<file path="src/rtl/nexys_starship_game_ctrl.sv">
// Nexys Starship game controller: INIT/PLAY/PAUSE/GAMEOVER sequencing, lives, level and game-seconds timer.
// Latency: a button press or hit in cycle N is visible on every output from cycle N+1; all outputs are registered.
// Backpressure: none. Buttons are level inputs and are edge-detected internally, and hit is a single-cycle pulse.
//
// Ports:
//   Clk, Reset_n             clock and asynchronous active-low reset
//   BtnU / BtnC / BtnD       debounced start-resume / return-to-init / pause-toggle buttons
//   hit                      one-cycle ship-damage pulse
//   q_Init..q_GameOver       one-hot state; play_flag = PLAY or PAUSE; game_over = GAMEOVER
//   lives, level             remaining lives and current level (level starts at 1)
//   game_timer, sec_tick     elapsed game seconds (saturating) and one-cycle pulse per game second
module nexys_starship_game_ctrl #(
  parameter int LIVES      = 3,
  parameter int NUM_LEVELS = 4,
  parameter int LEVEL_SECS = 30,
  parameter int TICK_DIV   = 100000000,
  parameter int TIMER_W    = 16
) (
  input  logic                            Clk,
  input  logic                            Reset_n,
  input  logic                            BtnU,
  input  logic                            BtnC,
  input  logic                            BtnD,
  input  logic                            hit,
  output logic                            q_Init,
  output logic                            q_Play,
  output logic                            q_Pause,
  output logic                            q_GameOver,
  output logic                            play_flag,
  output logic                            game_over,
  output logic [$clog2(LIVES+1)-1:0]      lives,
  output logic [$clog2(NUM_LEVELS+1)-1:0] level,
  output logic [TIMER_W-1:0]              game_timer,
  output logic                            sec_tick
);

  localparam int LW = $clog2(LIVES + 1);
  localparam int VW = $clog2(NUM_LEVELS + 1);
  localparam int DW = $clog2(TICK_DIV);
  localparam int SW = $clog2(LEVEL_SECS + 1);

  localparam logic [LW-1:0] LIVES_INIT = LW'(LIVES);
  localparam logic [VW-1:0] LVL_ONE    = VW'(1);
  localparam logic [VW-1:0] LVL_MAX    = VW'(NUM_LEVELS);
  localparam logic [DW-1:0] DIV_LAST   = DW'(TICK_DIV - 1);
  localparam logic [SW-1:0] LSEC_LAST  = SW'(LEVEL_SECS - 1);

  typedef enum logic [3:0] {
    S_INIT  = 4'b0001,
    S_PLAY  = 4'b0010,
    S_PAUSE = 4'b0100,
    S_OVER  = 4'b1000
  } state_t;

  state_t          state;
  logic [DW-1:0]   div_cnt;
  logic [SW-1:0]   lsec_cnt;
  logic            btn_u_prev;
  logic            btn_c_prev;
  logic            btn_d_prev;

  logic            press_u;
  logic            press_c;
  logic            press_d;
  logic            wrap;
  logic            fatal_hit;

  // The one-hot state register drives the state outputs directly, so they are registered.
  assign q_Init     = state[0];
  assign q_Play     = state[1];
  assign q_Pause    = state[2];
  assign q_GameOver = state[3];

  assign press_u   = BtnU & ~btn_u_prev;
  assign press_c   = BtnC & ~btn_c_prev;
  assign press_d   = BtnD & ~btn_d_prev;
  assign wrap      = (div_cnt == DIV_LAST);
  // A hit with at most one life left ends the game.
  assign fatal_hit = hit && (lives <= LW'(1));

  always_ff @(posedge Clk or negedge Reset_n) begin
    if (!Reset_n) begin
      state      <= S_INIT;
      play_flag  <= 1'b0;
      game_over  <= 1'b0;
      lives      <= LIVES_INIT;
      level      <= LVL_ONE;
      game_timer <= '0;
      sec_tick   <= 1'b0;
      div_cnt    <= '0;
      lsec_cnt   <= '0;
      btn_u_prev <= 1'b0;
      btn_c_prev <= 1'b0;
      btn_d_prev <= 1'b0;
    end else begin
      btn_u_prev <= BtnU;
      btn_c_prev <= BtnC;
      btn_d_prev <= BtnD;
      sec_tick   <= 1'b0;

      case (state)
        S_INIT: begin
          // Values left over from the previous game stay on display until a new game starts.
          if (press_u) begin
            state      <= S_PLAY;
            play_flag  <= 1'b1;
            game_over  <= 1'b0;
            lives      <= LIVES_INIT;
            level      <= LVL_ONE;
            game_timer <= '0;
            div_cnt    <= '0;
            lsec_cnt   <= '0;
          end
        end

        S_PLAY: begin
          if (fatal_hit) begin
            // The game ends on this edge, so a coincident tick or pause press is dropped.
            lives     <= '0;
            state     <= S_OVER;
            play_flag <= 1'b0;
            game_over <= 1'b1;
          end else if (press_c) begin
            state     <= S_INIT;
            play_flag <= 1'b0;
          end else begin
            if (hit) begin
              lives <= lives - LW'(1);
            end
            div_cnt <= wrap ? '0 : div_cnt + DW'(1);
            if (wrap) begin
              if (game_timer != '1) begin
                game_timer <= game_timer + TIMER_W'(1);
              end
              // The level-second counter keeps cycling after the level has saturated.
              if (lsec_cnt == LSEC_LAST) begin
                lsec_cnt <= '0;
                if (level != LVL_MAX) begin
                  level <= level + LVL_ONE;
                end
              end else begin
                lsec_cnt <= lsec_cnt + SW'(1);
              end
            end
            // A second that completes on the pausing edge is counted but not pulsed,
            // because sec_tick is held low while paused.
            if (press_d) begin
              state <= S_PAUSE;
            end else begin
              sec_tick <= wrap;
            end
          end
        end

        S_PAUSE: begin
          if (press_c) begin
            state     <= S_INIT;
            play_flag <= 1'b0;
          end else if (press_d || press_u) begin
            state <= S_PLAY;
          end
        end

        S_OVER: begin
          if (press_c) begin
            state     <= S_INIT;
            game_over <= 1'b0;
          end
        end

        default: begin
          // An illegal or non-one-hot state recovers exactly as if reset were applied.
          state      <= S_INIT;
          play_flag  <= 1'b0;
          game_over  <= 1'b0;
          lives      <= LIVES_INIT;
          level      <= LVL_ONE;
          game_timer <= '0;
          div_cnt    <= '0;
          lsec_cnt   <= '0;
          btn_u_prev <= 1'b0;
          btn_c_prev <= 1'b0;
          btn_d_prev <= 1'b0;
        end
      endcase
    end
  end

endmodule

</file>
<file path="config.mk">
export PLATFORM = sky130hd
export DESIGN_NAME = nexys_starship_game_ctrl
export DESIGN_NICKNAME = d
export VERILOG_FILES = /design/src/rtl/nexys_starship_game_ctrl.sv
export SDC_FILE = /design/constraint.sdc
export NUM_CORES = 1
export LEC_CHECK = 0
export BUFFER_PORTS_ARGS = -buffer_cell sky130_fd_sc_hd__clkbuf_2
export CORE_UTILIZATION = 40
export CTS_CLUSTER_DIAMETER = 100
export CTS_CLUSTER_SIZE = 20
export DETAILED_ROUTE_END_ITERATION = 7
export PLACE_DENSITY = 0.54
export SYNTH_ARGS = -nofsm -noshare
export SYNTH_HDL_FRONTEND = slang
export SYNTH_SLANG_ARGS = --single-unit
</file>
<file path="constraint.sdc">
create_clock -name Clk -period 7.82 [get_ports Clk]
set_input_delay 0.782 -clock Clk [delete_from_list [all_inputs] [get_ports Clk]]
set_output_delay 0.782 -clock Clk [all_outputs]
set_load 0.1 [all_outputs]
</file>
* Yosys cells after proc, flatten, opt, wreduce, memory -nomap -nowiden
Cells that the tools add are included.
** Storage, ports and cells
- Output and inout port bits :: 28
- Logic and storage cells :: 112
- Register bits :: 63
** Operators by class
- Equal/unequal tests :: 21
- Reductions and logical operators :: 12
- Magnitude comparators :: 1
- Bitwise operators :: 9
- $add $sub $neg :: 5
- Mux-type cells :: 52
** Operators by type and width (number)
- 2-to-1 mux 27 bit :: 4
- case mux 27 bit (3 select lines) :: 1
- 2-to-1 mux 16 bit :: 5
- case mux 16 bit (3 select lines) :: 1
- 2-to-1 mux 4 bit :: 7
- adder 27 x 1 -> 27 bit (second input constant) :: 1
- equality test 27 bit (second input constant) :: 1
- 2-to-1 mux 5 bit :: 5
- 2-to-1 mux 3 bit :: 6
- inequality test 2 bit (second input constant) :: 9
- adder 16 x 1 -> 16 bit (second input constant) :: 1
- inequality test 16 bit (second input constant) :: 1
- case mux 4 bit (4 select lines) :: 1
- AND reduction 4 bit :: 4
- case mux 5 bit (3 select lines) :: 1
- 2-to-1 mux 1 bit :: 13
- inequality test 3 bit (second input constant) :: 4
- case mux 3 bit (3 select lines) :: 1
- 2-to-1 mux 2 bit :: 4
- case mux 1 bit (4 select lines) :: 2
- AND reduction 7 bit :: 1
- inverter 1 bit :: 6
- case mux 2 bit (3 select lines) :: 1
- AND reduction 6 bit :: 1
- 17 further kinds :: 19

* Longest topological paths before layout
Gate-level depths: netlist of the first run.
- Depth in word-level cells :: 7
- Mapped depth :: 9

* Worst setup path before layout of the first run
OpenSTA, ideal clock, no wires.
- Path type :: flip-flop to flip-flop
- From :: register state[1]
- To :: register game_timer[4]
- Cell stages (with the launch flop) :: 9
- Arrival time :: 2.949 ns
- Setup time :: 0.080 ns
- Slack :: 4.791 ns
- Path buffers :: 4
- Cells stage by stage :: dfrtp_1 > clkbuf_1 > or4b_2 > clkbuf_1 > o21ai_0 > clkbuf_1 > buf_2 > a21oi_1 > mux2i_1
** On the way
- Word-level cells in the longest chain between the ends :: 4
- Elaborated cells on any way between the ends :: 13
- Classes of those cells :: eq/ne (9); mux (1); bitwise (1); reduce/logical (2)
** RTL lines
- start: declaration :: RTL line 55 : state_t state;
- start signal: assignment :: RTL line 83 : state <= S_INIT;
- start signal: assignment :: RTL line 105 : state <= S_PLAY;
- start signal: assignment :: RTL line 120 : state <= S_OVER;
- equality test 4 bit or equality test 4 x 3 -> 1 bit (tied branches) :: RTL line 101 : case (state)
- OR reduction 2 bit (no source line)
- inverter 1 bit (no source line)
- AND reduction 6 bit (no source line)
- end signal: assignment :: RTL line 133 : game_timer <= game_timer + TIMER_W'(1);
- end: declaration :: RTL line 33 : output logic [TIMER_W-1:0] game_timer,
Several ways; a longest one is shown, not always the timed one.
A chain may end at the register's enable or synchronous reset.

* Worst setup path in the final report of the first run
- From :: register lives[1]
- To :: register level[2]
** On the way
- Word-level cells in the longest chain between the ends :: 4
** RTL lines
- start: declaration :: RTL line 31 : output logic [$clog2(LIVES+1)-1:0] lives,
- start signal: assignment :: RTL line 128 : lives <= lives - LW'(1);
- <= comparator 2 x 1 -> 1 bit :: RTL line 79 : assign fatal_hit = hit && (lives <= LW'(1));
- logical AND 1 bit :: RTL line 79
- inequality test 2 bit (no source line)
- AND reduction 7 bit (no source line)
- end signal: assignment :: RTL line 139 : level <= level + LVL_ONE;
- end: declaration :: RTL line 32 : output logic [$clog2(NUM_LEVELS+1)-1:0] level,
Every way passes these cells.

==> results of run 1 <==
[worst register-to-register path: cells and delay by family (launching register included)]
family          cells  cell delay, ns
simple gates        3            1.31
compound gates      2            0.86
flops               1            0.55
fa+ha+maj           1            0.18
buf+inv             1            0.06
[cell usage after synthesis, drive strengths merged, types with 3 or more instances]
library cell	instances	share of area, %
mux2i	3	0.81
or3	12	2.0
o211ai	7	1.4
a31o	3	0.71
a22o	4	0.95
nor4	16	2.9
mux2	3	0.91
dfrtp	59	40
a211oi	3	0.61
nand4	14	2.4
o31ai	3	0.61
and3	3	0.51
or4	9	1.9
nor2	33	3.4
xnor2	5	1.2
nand2b	4	0.68
or4b	3	0.81
nor3	11	1.5
and2	8	1.4
o21ai	26	3.5
a211o	6	1.4
inv	14	1.4
o2111ai	6	1.4
nand3	20	2.7
a21oi	26	3.5
dfstp	4	2.8
nor2b	4	0.68
xor2	8	1.9
or2	4	0.68
nand2	31	3.1
nor4b	4	1.1
clkbuf	17	1.8
ha	7	2.4
[per-layer routing]
metal	track usage (%)	vias to the layer above	part of all wire [%]
met3	4.15	12	4.7
met4	6.20	0	1.0
met2	32.3	88	45
met5	0	-	0
met1	29.9	1663	49
li1	-	1627	-
[flip-flops by register name (all words and copies together), names as in the netlist]
name        count
btn_c_prev      1
btn_d_prev      1
btn_u_prev      1
div_cnt        27
game_over       1
game_timer     16
level           3
lives           2
lsec_cnt        5
play_flag       1
sec_tick        1
state           4
[how the worst max path moves through the flow]
stage                    startpoint                        end  slack (ns)  cells after the start
5_1_grt        lives[1]$_DFFE_PN1P_       level[2]$_DFFE_PN0P_        4.44                      7
3_3_place_gp                   BtnC       level[2]$_DFFE_PN0P_        4.72                      6
4_1_cts        lives[1]$_DFFE_PN1P_       level[2]$_DFFE_PN0P_        4.71                      7
3_5_place_dp                   BtnC       level[2]$_DFFE_PN0P_        4.65                      6
2_1_floorplan  state[1]$_DFFE_PN0P_  game_timer[4]$_DFFE_PN0P_        4.79                      8
6_report       lives[1]$_DFFE_PN1P_       level[2]$_DFFE_PN0P_        4.72                      7
[layout make-up]
type                    count  share of cell area, %
clock inverters             3                  0.957
multi-input cells         315                   47.9
inverters                  14                   1.26
clock buffers              13                   4.04
well taps                 108                   3.23
flip-flops and latches     63                   37.8
repair buffers             38                   4.85
[kinds of logic after synthesis]
| logic type | Yosys count |
|---|---|
| simple gates | 181 |
| compound gates | 108 |
| xor+xnor | 13 |
| fa+ha+maj | 7 |
| buf+inv | 32 |
| flops | 63 |
| mux | 6 |
[per-stage QoR]
| stage | power (mW) | utilization (%) | worst slack [ns] | hold slack (ns) | cells |
|---|---|---|---|---|---|
| after global placement | 0.882 | 44.9 | 4.72 | 0.488 | 538 |
| after detailed placement | 0.889 | 44.9 | 4.65 | 0.493 | 538 |
| after floorplan | 0.764 | - | 4.79 | 0.475 | 410 |
| after CTS | 1.20 | 47.3 | 4.71 | 0.510 | 554 |
| final | 1.19 | 47.3 | 4.72 | 0.504 | 554 |
| after global routing | 1.26 | 47.3 | 4.44 | 0.516 | 554 |
[power breakdown]
group / internal (mW) / total (mW) / switching [mW]
combinational: 0.113 / 0.485 / 0.372
sequential: 0.358 / 0.397 / 0.0388
clock: 0.173 / 0.304 / 0.132
==> implementation parameters, run 1 <==
Parameter                              Value

Timing
  Unrepaired setup endpoints after global routing    false
  FMAX    0.322 GHz
  Total count of max-transition violations in the final report    0
  Slew at the pin with the worst max-slew slack    ~0.85 ns
  Period utilisation layout    39.7%
  Final Hold Fails    0
  Post-layout minimum cycle time    slightly above 3 ns
  Setup-violating endpoint count in the final report    0
  Fin Clk Skew    about 0.0083 ns
  Worst relative slew slack    between 40% and 50%
  Post-Route Setup TNS    0 ns

Outcome
  Status    finished with violations
  Failing checks    design-rule violations

Worst setup path
  Reg-to-Reg Start    lives[1]$_DFFE_PN1P_
  Worst Path Required    ~8 ns
  Largest fanout of any net on the critical path    22
  Critical-path cell list    inv_1 > ha_1 > nand2b_1 > a21oi_1 > nand4_1 > nand2_1 > a22oi_1
  Worst Setup Path Type    register to register
  Endpoint type of the worst setup path    register
  Flop-to-flop setup slack    about 4.7 ns
  Startpoint Class    register
  Maximum cell stage delay along the critical path    approximately 0.71 ns
  R2R depth    7
  Reg-to-reg endpoint    level[2]$_DFFE_PN0P_
  Number of buffers and inverters on the critical path    1
  Worst endpoint data arrival time    ~3.3 ns
  Slowest CP cell    a21oi_1
  Cell class contributing the biggest share of worst-path delay    simple AND/OR/NAND/NOR gates

Cells and area
  Footprint of the multi-input gates    approximately 0.002 sq mm
  Commonest non-fill, non-tap cells in the layout    dfrtp_1, nor2_1, clkbuf_2
  Total of fill cells in the finished design    between 800 and 900
  Area Overhead vs Synth    13.1%
  Post-layout net count    between 400 and 500
  Fraction of layout instances using a drive strength above 1    about 16%
  Sequential cell area in the final layout    0.00158 sq mm
  Leading cell type in the layout, fill and taps excluded    dfrtp_1
  Number of antenna diodes    0
  Post-route cell area    0.00418 sq mm

Synth
  Most used DFF post-synth    dfrtp_1
  Post-synthesis compound-gate area fraction    19.9%
  Simple logic cell fraction of the synthesized area    between 20 and 30%
  Proportion of synthesized area in mux cells    under 10%
  Synthesized area per cell    between 9 and 10 sq um
  Post-synth ARST share    between 90% and 100%
  Count of state elements after synthesis    63
  Synthesized net count    approximately 420
  Area of the mapped netlist    ~0.0037 sq mm
  Post-synth EDFFs    0
  Post-Synthesis Cells    410
  Synth Area in Adders    approximately 2.4%
  Portion of the post-synthesis area used by sequential elements    42.8%
  Combinational family with the most area after synthesis    simple AND/OR/NAND/NOR gates
  XOR/XNOR Fraction of Synth Area    around 3.1%
  Warnings from Yosys    0
  Cell variety after synth    between 60 and 70

Pwr
  Peak supply drop    approximately 0.15 mV
  Leakage power of the design    around 1.8 nW
  Pwr/cell area    around 280 mW/mm^2

Global routing
  Maximum number of pins on one net before global-route repair    64
  Initial antenna violation count    0
  Remaining Overflow, GRT    0
  Vias in the first global route    between 3000 and 4000
  Gr usage total    21.0%
  First-pass GRT wire length    around 16 mm

Worst hold path
  Hold EP    level[0]$_DFFE_PN1P_
  Hold Crit Class    register to register
  Instance count along the most critical hold path    1
  Launch point of the worst hold path    level[0]$_DFFE_PN1P_

CTS
  Latest clock arrival within the worst-skew pair    around 0.34 ns
  Cts hold-fix bufs    0
  CTS tree    yes
  Number of sinks driven by the clock tree    63
  Deepest clock path buffer count    2
  Register clock-pin slew on the reported worst setup and hold paths    about 0.07 ns
  Number of buffers inserted by post-CTS setup repair    0
  Number of CTS-inserted buffers    9
  PostCTS Resize Cnt    0
  Cell chosen for the clock root    clkbuf_8
  Max H-tree Level    3

Floorplan
  Height of the die    around 98 um
  Number of I/O pins    34
  Initial core utilization    41.8%
  Die Width    ~98 um
  Standard-cell rows    34
  Area enclosed by the die boundary    between 0.009 and 0.01 sq mm
  Core Area    0.00885 sq mm

Route
  Total via count after detailed routing    between 3000 and 4000
  Average wire length per cell after detail routing    ~17 um
  Mean number of vias per cell    roughly 6.1
  Remaining DRCs    1
  Violation count after the first detailed-route iteration    200
  Pre-Repair DR Iteration Count    8
  WL final    approximately 9.6 mm
  Count of nets left with antenna violations after detail routing    0

Placed design
  Cell area after placement    0.00397 sq mm
  Final weighted congestion in routability-driven placement    slightly below 0.9
  Detailed-placement wirelength estimate    between 6 and 7 mm
  IO buf count    33

Flow run
  Number of max-capacitance violations reported    0
Power figures use the tool's default switching activity.
==> run 2, diff against run 1 <==
--- a/config.mk
+++ b/config.mk
@@ -5,6 +5,7 @@
 export SDC_FILE = /design/constraint.sdc
 export NUM_CORES = 1
 export LEC_CHECK = 0
+export ABC_AREA = 1
 export BUFFER_PORTS_ARGS = -buffer_cell sky130_fd_sc_hd__clkbuf_2
 export CORE_UTILIZATION = 40
 export CTS_CLUSTER_DIAMETER = 100
==> constraint.sdc (replaced) <==
create_clock -name Clk -period 3.25 [get_ports Clk]
set_input_delay 0.325 -clock Clk [delete_from_list [all_inputs] [get_ports Clk]]
set_output_delay 0.325 -clock Clk [all_outputs]
set_load 0.1 [all_outputs]
==> implementation parameters, run 2 <==
Parameter                              Value

Timing
  FMAX    between 0.4 and 0.5 GHz
  Slew at the pin with the worst max-slew slack    roughly 0.6 ns
  Setup-violating endpoint count in the final report    0
  Final Hold Fails    0
  Total count of max-transition violations in the final report    0
  Unrepaired setup endpoints after global routing    false
  Post-Route Setup TNS    0 ns
  Fin Clk Skew    around 0.012 ns
  Post-layout worst setup margin    0.954 ns
  Period utilisation layout    between 70% and 80%
  Worst relative slew slack    approximately three fifths
  Post-layout minimum cycle time    between 2 and 2.5 ns

Pwr
  Pwr/cell area    711 mW/mm^2
  Leakage power of the design    about 2.2 nW
  Peak supply drop    about 0.62 mV

Cells and area
  Area Overhead vs Synth    12.0%
  Register bank with the most flops    div_cnt
  Leading cell type in the layout, fill and taps excluded    nand2_1
  Finished Core Util    approximately 46%
  Number of antenna diodes    0
  Commonest non-fill, non-tap cells in the layout    nand2_1, nor2_1, dfrtp_1
  Fraction of layout instances using a drive strength above 1    between 10% and 20%
  Max reg flops    27
  Sequential cell area in the final layout    between 0.0015 and 0.002 sq mm
  Total of fill cells in the finished design    ~1100
  Post-layout net count    between 600 and 700
  Biggest registers after layout    div_cnt x27, game_timer x16, lsec_cnt x5
  Footprint of the multi-input gates    ~0.0023 sq mm
  Post-route cell area    0.00473 sq mm

Global routing
  Met3 layer usage reported by global route    about 5.2%
  Initial antenna violation count    0
  Maximum number of pins on one net before global-route repair    28
  Gr usage total    between 20 and 25%
  Vias in the first global route    3707
  Met2 Usage GRT    35.1%
  Remaining Overflow, GRT    0
  First-pass GRT wire length    between 15 and 20 mm
  Met1 track demand over resource in global routing    between 20 and 25%
  Peak-usage layer in the global routing report    met2

Synth
  Count of state elements after synthesis    63
  Area fraction of the dominant cell type after synthesis    about a third
  Most used DFF post-synth    dfrtp_1
  Synth area leader    dfrtp_1
  Portion of the post-synthesis area used by sequential elements    around 37%
  Area of the mapped netlist    about 0.0042 sq mm
  Synth top area cells    dfrtp_1, nand2_1, nor2_1
  Cell variety after synth    37
  Commonest cells post-synth    nand2_1, nor2_1, dfrtp_1, inv_1, nand3_1
  Synthesized net count    roughly 630
  Synthesized area per cell    6.83 sq um
  Dominant cell by count in the synthesized netlist    nand2_1
  Post-Synthesis Cells    between 600 and 700
  Post-synth EDFFs    0
  Post-synth ARST share    100%
  Warnings from Yosys    0

CTS
  Max H-tree Level    3
  Deepest clock path buffer count    2
  CTS tree    yes
  Number of sinks driven by the clock tree    63
  Number of CTS-inserted buffers    9
  Register clock-pin slew on the reported worst setup and hold paths    about 0.08 ns
  Latest clock arrival within the worst-skew pair    about 0.36 ns
  Cell chosen for the clock root    clkbuf_8
  Number of buffers inserted by post-CTS setup repair    0

Placed design
  Final weighted congestion in routability-driven placement    about 0.85
  Pre-CTS worst setup slack    between 0.9 and 1 ns
  Detailed-placement wirelength estimate    7.40 mm
  Cell area after placement    between 0.004 and 0.005 sq mm
  IO buf count    33

Worst setup path
  Worst Setup Path Type    register to register
  Worst endpoint data arrival time    2.53 ns
  Endpoint type of the worst setup path    register
  Worst Path Required    around 3.5 ns
  Startpoint Class    register
  Largest fanout of any net on the critical path    23

Route
  Count of nets left with antenna violations after detail routing    0
  Mean number of vias per cell    just under 5
  WL final    between 10 and 15 mm
  Pre-Repair DR Iteration Count    4
  Violation count after the first detailed-route iteration    between 150 and 200
  Total via count after detailed routing    around 3900
  Average wire length per cell after detail routing    approximately 13 um
  Remaining DRCs    0

Outcome
  Status    finished, final reports clean

Floorplan
  Die Width    approximately 100 um
  Area enclosed by the die boundary    around 0.011 sq mm
  Standard-cell rows    37
  Height of the die    105 um
  Initial core utilization    a little over 40%
  Number of I/O pins    34
  Core Area    between 0.01 and 0.015 sq mm

Worst hold path
  Hold Crit Class    primary input to register

Flow run
  Number of max-capacitance violations reported    0
-- run 2: cell types whose count changed in the layout (fill, tap and decap cells not counted), moves of 7 or more --
cell      previous run  this run
and2_1               8         0
or3_1               12         0
a21oi_1             26         8
nor4_1              15         1
o211ai_1             7         0
nand2_1             31       207
nand3_1             20        42
nor2_1              33       111
nand2_2              0        13
inv_1               14        57
or4_1                8         0
-- run 2: repair_timing --
action                                 4_1_cts  5_1_grt
endpoints found under the hold margin       16        0
hold buffers                                 1        0
setup endpoints to repair                    0        0
gates resized for setup                      0        0
-- run 2: layout make-up --
type / count / area share (%)
clock buffer: 11 / 2.99
clock inverter: 5 / 1.72
inverter: 61 / 4.95
multi-input combinational: 482 / 49.0
sequential: 63 / 33.4
tap: 136 / 3.60
timing repair buffer: 38 / 4.34
-- run 2: per-stage QoR --
step,power (mW),std cells,hold WS (ns)
finish,3.36,796,0.169
global route,3.59,796,0.152
CTS,3.41,796,0.150
detailed placement,2.62,779,0.379
global placement,2.61,779,0.383
floorplan,2.40,618,0.0294
-- run 2: where the power goes --
| part | leakage, nW | internal [mW] | switching [mW] |
|---|---|---|---|
| clock network | 0.110 | 0.453 | 0.333 |
| registers | 0.858 | 0.891 | 0.0771 |
| logic | 1.23 | 0.323 | 1.29 |
| total | 2.20 | 1.67 | 1.70 |
-- run 2: path summary, 6_finish.rpt --
check | start | endpoint | slack, ns | depth (start not counted)
setup / recovery | lives[1]$_DFFE_PN1P_ | div_cnt[23]$_DFFE_PN0P_ | 0.95 | 10
hold / removal | BtnU | btn_u_prev$_DFF_PN0_ | 0.17 | 3
setup reg to reg | lives[1]$_DFFE_PN1P_ | div_cnt[23]$_DFFE_PN0P_ | 0.95 | 10
hold reg to reg | level[0]$_DFFE_PN1P_ | level[0]$_DFFE_PN1P_ | 0.50 | 2
max in group asynchronous | Reset_n | game_timer[1]$_DFFE_PN0P_ | 1.94 | 3
min in group asynchronous | Reset_n | div_cnt[10]$_DFFE_PN0P_ | 0.53 | 2
-- run 2: critical path, stage by stage, from the launching register on --
cell,delay [ns]
dfstp_2,0.56
inv_1,0.05
ha_1,0.17
inv_1,0.05
nand2_1,0.05
nand2_1,0.14
a21oi_2,0.10
nor2_4,0.47
nand2_4,0.25
inv_1,0.25
nor2_1,0.08
-- run 2: logic make-up (layout without fill, tap and decap cells) --
group                    after synthesis  in the layout  share of synthesized area [%]
adder cells (fa/ha/maj)                7              7                           2.07
AO/OA/AOI/OAI                         39             39                           5.07
AND/OR/NAND/NOR                      421            421                           44.6
buffers and inverters                 73            115                           7.68
XOR/XNOR                              15             15                           3.11
flip-flops                            63             63                           37.5
-- run 2: layer usage --
| layer | part of all wire (%) | wire length, um | up-vias |
|---|---|---|---|
| li1 | - | - | 2002 |
| met1 | 48 | 4850 | 1777 |
| met2 | 47 | 4820 | 79 |
| met3 | 3.9 | 395 | 13 |
| met4 | 1.2 | 124 | 0 |
| met5 | 0 | 0 | - |
